--- config.mk ---
export PLATFORM = sky130hd
export DESIGN_NAME = mem_bus_if
export DESIGN_NICKNAME = d
export VERILOG_FILES = /design/src/rtl/mem_bus_if_pkg.sv /design/src/rtl/mem_bus_if.sv
export SDC_FILE = /design/constraint.sdc
export NUM_CORES = 1
export LEC_CHECK = 0
export CAP_MARGIN = 5
export CELL_PAD_IN_SITES_DETAIL_PLACEMENT = 1
export CELL_PAD_IN_SITES_GLOBAL_PLACEMENT = 2
export CORE_MARGIN = 2
export CORE_UTILIZATION = 21
export DETAILED_ROUTE_END_ITERATION = 7
export PLACE_DENSITY_LB_ADDON = 0.08
export SKIP_CTS_REPAIR_TIMING = 1
export SLEW_MARGIN = 20
export SYNTH_ARGS = -nofsm -noshare
export SYNTH_HDL_FRONTEND = slang
export SYNTH_SLANG_ARGS = --single-unit
--- constraint.sdc ---
create_clock -name clk -period 1.81 [get_ports clk]
set_input_delay 0.362 -clock clk [delete_from_list [all_inputs] [get_ports clk]]
set_output_delay 0.362 -clock clk [all_outputs]
set_load 0.02 [all_outputs]
--- src/rtl/mem_bus_if_pkg.sv ---
// Shared constants and state encoding for the MEM-stage Wishbone data master.
package mem_bus_if_pkg;

  typedef enum logic [1:0] {
    BUS_IDLE       = 2'd0,
    BUS_BUSY       = 2'd1,
    BUS_WAIT_STALL = 2'd2
  } bus_state_e;

  localparam logic [31:0] ZeroWord = 32'h0000_0000;
  localparam logic        Stop     = 1'b1;
  localparam logic        NoStop   = 1'b0;

  localparam int unsigned TIMEOUT_DEF = 255;

endpackage

--- src/rtl/mem_bus_if.sv ---
// Data-side Wishbone B3 master: turns a single-cycle MEM-stage load/store into one bus cycle,
// stalling the pipeline until ack, timeout or flush.
module mem_bus_if
  import mem_bus_if_pkg::*;
#(
  parameter int unsigned ADDR_W      = 32,
  parameter int unsigned DATA_W      = 32,
  parameter int unsigned SEL_W       = 4,
  parameter int unsigned TIMEOUT_CYC = TIMEOUT_DEF
) (
  input  logic              clk,
  input  logic              rst,
  input  logic [5:0]        stall,
  input  logic              flush,
  input  logic              cpu_ce_i,
  input  logic              cpu_we_i,
  input  logic [ADDR_W-1:0] cpu_addr_i,
  input  logic [SEL_W-1:0]  cpu_sel_i,
  input  logic [DATA_W-1:0] cpu_data_i,
  output logic [DATA_W-1:0] cpu_data_o,
  output logic              stallreq_o,
  output logic              bus_err_o,
  output logic [ADDR_W-1:0] wb_adr_o,
  output logic [DATA_W-1:0] wb_dat_o,
  input  logic [DATA_W-1:0] wb_dat_i,
  output logic              wb_we_o,
  output logic [SEL_W-1:0]  wb_sel_o,
  output logic              wb_stb_o,
  output logic              wb_cyc_o,
  input  logic              wb_ack_i
);

  // A zero timeout still needs a one-bit counter so the logic stays well formed.
  localparam int unsigned     CNT_W   = (TIMEOUT_CYC == 0) ? 1 : $clog2(TIMEOUT_CYC + 1);
  localparam logic [CNT_W-1:0] TO_LAST = (TIMEOUT_CYC == 0) ? '0 : CNT_W'(TIMEOUT_CYC - 1);
  localparam logic [DATA_W-1:0] ZERO_DATA = DATA_W'(ZeroWord);

  bus_state_e        r_state;
  logic [CNT_W-1:0]  r_cnt;
  logic [DATA_W-1:0] r_rd_buf;

  logic w_req;
  logic w_stall_any;
  logic w_timeout;

  assign w_req       = cpu_ce_i && !flush;
  assign w_stall_any = |stall;
  assign w_timeout   = (TIMEOUT_CYC != 0) && (r_cnt == TO_LAST) && !wb_ack_i;

  // Stall request and load data seen by the MEM stage in the current cycle.
  always_comb begin
    stallreq_o = NoStop;
    cpu_data_o = ZERO_DATA;
    case (r_state)
      BUS_IDLE: begin
        if (w_req) stallreq_o = Stop;
      end
      BUS_BUSY: begin
        if (flush) begin
          stallreq_o = NoStop;
        end else if (wb_ack_i) begin
          cpu_data_o = wb_we_o ? ZERO_DATA : wb_dat_i;
        end else if (!w_timeout) begin
          stallreq_o = Stop;
        end
      end
      BUS_WAIT_STALL: begin
        cpu_data_o = r_rd_buf;
      end
      default: begin
        stallreq_o = NoStop;
      end
    endcase
  end

  // State, bus outputs, read buffer and timeout counter.
  always_ff @(posedge clk) begin
    if (!rst) begin
      r_state   <= BUS_IDLE;
      r_cnt     <= '0;
      r_rd_buf  <= ZERO_DATA;
      bus_err_o <= 1'b0;
      wb_adr_o  <= '0;
      wb_dat_o  <= ZERO_DATA;
      wb_we_o   <= 1'b0;
      wb_sel_o  <= '0;
      wb_stb_o  <= 1'b0;
      wb_cyc_o  <= 1'b0;
    end else begin
      bus_err_o <= 1'b0;
      case (r_state)
        BUS_IDLE: begin
          if (w_req) begin
            wb_adr_o <= cpu_addr_i;
            wb_dat_o <= cpu_data_i;
            wb_we_o  <= cpu_we_i;
            wb_sel_o <= cpu_sel_i;
            wb_stb_o <= 1'b1;
            wb_cyc_o <= 1'b1;
            r_cnt    <= '0;
            r_state  <= BUS_BUSY;
          end
        end
        BUS_BUSY: begin
          if (flush || wb_ack_i || w_timeout) begin
            wb_we_o   <= 1'b0;
            wb_sel_o  <= '0;
            wb_stb_o  <= 1'b0;
            wb_cyc_o  <= 1'b0;
            r_rd_buf  <= flush ? ZERO_DATA : cpu_data_o;
            bus_err_o <= !flush && w_timeout;
            r_state   <= (!flush && w_stall_any) ? BUS_WAIT_STALL : BUS_IDLE;
          end else if (r_cnt != '1) begin
            r_cnt <= r_cnt + CNT_W'(1);
          end
        end
        BUS_WAIT_STALL: begin
          if (!w_stall_any || flush) r_state <= BUS_IDLE;
        end
        default: begin
          r_state <= BUS_IDLE;
        end
      endcase
    end
  end

endmodule

==> qor.yml <==
cp-startpoint: "r_state[1]"
r2r_start: "r_state[1]"
first_pass_iters: 4
cts_buffers: 17
die_h_um: 156
grt_pass1_vias: 5506
core_mm2: 0.0226
combPwrFrac_pct: 15.9
grt_usage_pct: 15.7
clock_sinks: 113
wl_per_cell_um: 17.7
yosys_warnings: 0
clockBufferDepth: 2
reg2regPathDepth: 9
diodes: 0
syn_area_per_cell_um2: 8.77
drt_first_iter_violations: 204
path_class: "reg2out"
tightest_slew_ns: 0.494
min_period_over_period_pct: 123
die_area_mm2: 0.0243
hp-class: "in2reg"
startpoint_type: "flip-flop"
htree_levels: 4
hold_violations: 0
clockRootBuffer: "clkbuf_16"
ant_nets: 0
final_common_cell: "clkdlybuf4s50_1"
power_frac_clock_pct: 45.7
slew_viol_final: 0
seq_area_frac_synth_pct: 46.7
grt.overflow.total: 0
vias: 5176
antenna_found_initial: 0
slew_headroom_pct: 67.0
netlist_area_mm2: 0.00485
place_area_mm2: 0.00778
dpl.hpwl_um: 13000
cp_data_arrival_time_ns: 1.87
via_per_inst: 4.63
fin_skew_ns: 0.00940
place_inst: 1066
path_clk_slew_ns: 0.05
cp.required_ns: 1.45
irDropWorstVdd_uv: 542
final_cell_mix: "170 x clkdlybuf4s50_1, 140 x nand2_1, 110 x dfxtp_1"
p_per_area_mw_per_mm2: 777
cts_tree: "yes"
numPortBuffers: 216
layout_min_cycle_time_ns: 2.23
status: "finished with violations"
start_util_pct: 21.4
holdPathStages: 2
rows: 55
clk_latency_ns: 0.42
area_growth_syn_to_layout_pct: 80.7
worstSetupEndpointType: "output pin"
power.share.switching_pct: 27.2
synth.distinct_cells: 45
final_area_mm2: 0.00876
syn_inst: 553
rrSetupSlack_ns: 0
setup_ws_ns: -0.423
worst-path-max-fanout: 8
nets: 937
p_leak_nw: 3.35
ios: 217
final_layout_size_suffix_gt1_share_pct: 24.5
syn-num-nets: 670
rsz0062_at_grt: "yes"
synth-seq-cells: 113
p_int_mw: 4.95
fmax_ghz: 0.448
num-fill-cells: 2555
seqPwrFrac_pct: 38.4
grt_max_degree: 55
setup_viol: 33
drc: 0
place_congestion: 0.793
maxCapViolations: 0
fin_cells: 1118
hp-start: "rst"
final_util_pct: 38.7
p_sw_mw: 1.85
die_w_um: 156
grt_pass1_wl_um: 29600
violations: "setup timing"
drt-total-wl_um: 19800
sequential cells by signal, summed over array words and instances (netlist names):
| name | cells |
|---|---|
| r_rd_buf | 32 |
| wb_adr_o | 32 |
| wb_dat_o | 32 |
| r_cnt | 8 |
| wb_sel_o | 4 |
| r_state | 2 |
| bus_err_o | 1 |
| wb_cyc_o | 1 |
| wb_we_o | 1 |
cell usage after synthesis (all sizes together):
library cell	instances	area, um^2
o31a	2	17.5
o211ai	2	15.0
a22oi	32	240
buf	18	92.6
and2	4	25.0
or2	2	12.5
nand2b	3	18.8
o22ai	3	18.8
or3	3	18.8
inv	9	33.8
a21boi	70	529
o31ai	2	20.0
ha	5	62.6
and4bb	1	12.5
o221ai	2	17.5
o211a	1	10.0
a32o	32	320
nor3	3	15.0
a21o	1	7.51
nor2	8	35.0
o32a	1	10.0
nand3	6	42.5
o21ai	11	55.1
a21oi	6	30.0
nand4	1	6.26
and3	4	25.0
a2111oi	1	8.76
dfxtp	113	2260
a2bb2oi	1	8.76
nor2b	33	206
clkbuf	28	105
or4	1	7.51
nor4	1	6.26
nand3b	1	7.51
nand2	140	526
o2111ai	2	17.5
cells by family after synthesis:
| kind of cell | share of synthesized area [%] |
|---|---|
| compound gates | 27.4 |
| buf+inv | 4.78 |
| simple gates | 19.9 |
| flops | 46.7 |
| fa+ha+maj | 1.29 |
power by group through the flow:
stage | combinational, mW | sequential (mW) | clock, mW
2_1_floorplan | 0.327 | 2.76 | 0
3_3_place_gp | 1.02 | 2.66 | 0
3_5_place_dp | 1.03 | 2.67 | 0
4_1_cts | 1.04 | 2.61 | 3.24
5_1_grt | 1.17 | 2.62 | 3.35
6_report | 1.08 | 2.61 | 3.11
layout make-up:
type                            instances  area (um^2)  share of cell area [%]
Clock buffer                           18          439                    5.01
Inverter                                9         33.8                   0.386
Tap cell                              285          357                    4.07
Sequential cell                       113         2270                    25.9
Timing Repair Buffer                  294         3020                    34.4
Clock inverter                         14          110                    1.26
Multi-Input combinational cell        385         2540                    29.0
layer usage:
layer | global-route usage [%] | vias up | part of all wire [%] | routed length (um)
li1 | - | 2485 | - | -
met2 | 25.8 | 146 | 48 | 9560
met1 | 18.0 | 2517 | 42 | 8330
met3 | 6.69 | 28 | 7.8 | 1540
met4 | 6.07 | 0 | 1.9 | 377
met5 | 0 | - | 0 | 0
through the flow:
step,worst slack [ns],total power [mW],TNS [ns],hold WS [ns]
2_1_floorplan,-0.0167,3.09,-0.509,0.442
3_3_place_gp,-0.793,3.68,-57.33,0.441
3_5_place_dp,-0.816,3.70,-60.50,0.448
4_1_cts,-0.973,6.89,-39.38,0.273
5_1_grt,-0.509,7.15,-15.57,0.285
6_report,-0.423,6.81,-12.31,0.290
critical path, stage by stage (launching register included):
cell and delay, ns:
dfxtp_2 0.32, inv_2 0.07, ha_4 0.13, and4bb_4 0.34, clkbuf_16 0.20, a22oi_1 0.08
nor2b_2 0.17, buf_6 0.15
worst paths after layout:
kind	to
min reg2reg	wb_adr_o[1]
min	r_cnt[2]
max reg2reg	r_rd_buf[23]
max	cpu_data_o[23]
Note: power is estimated with default switching activity, not from simulation.
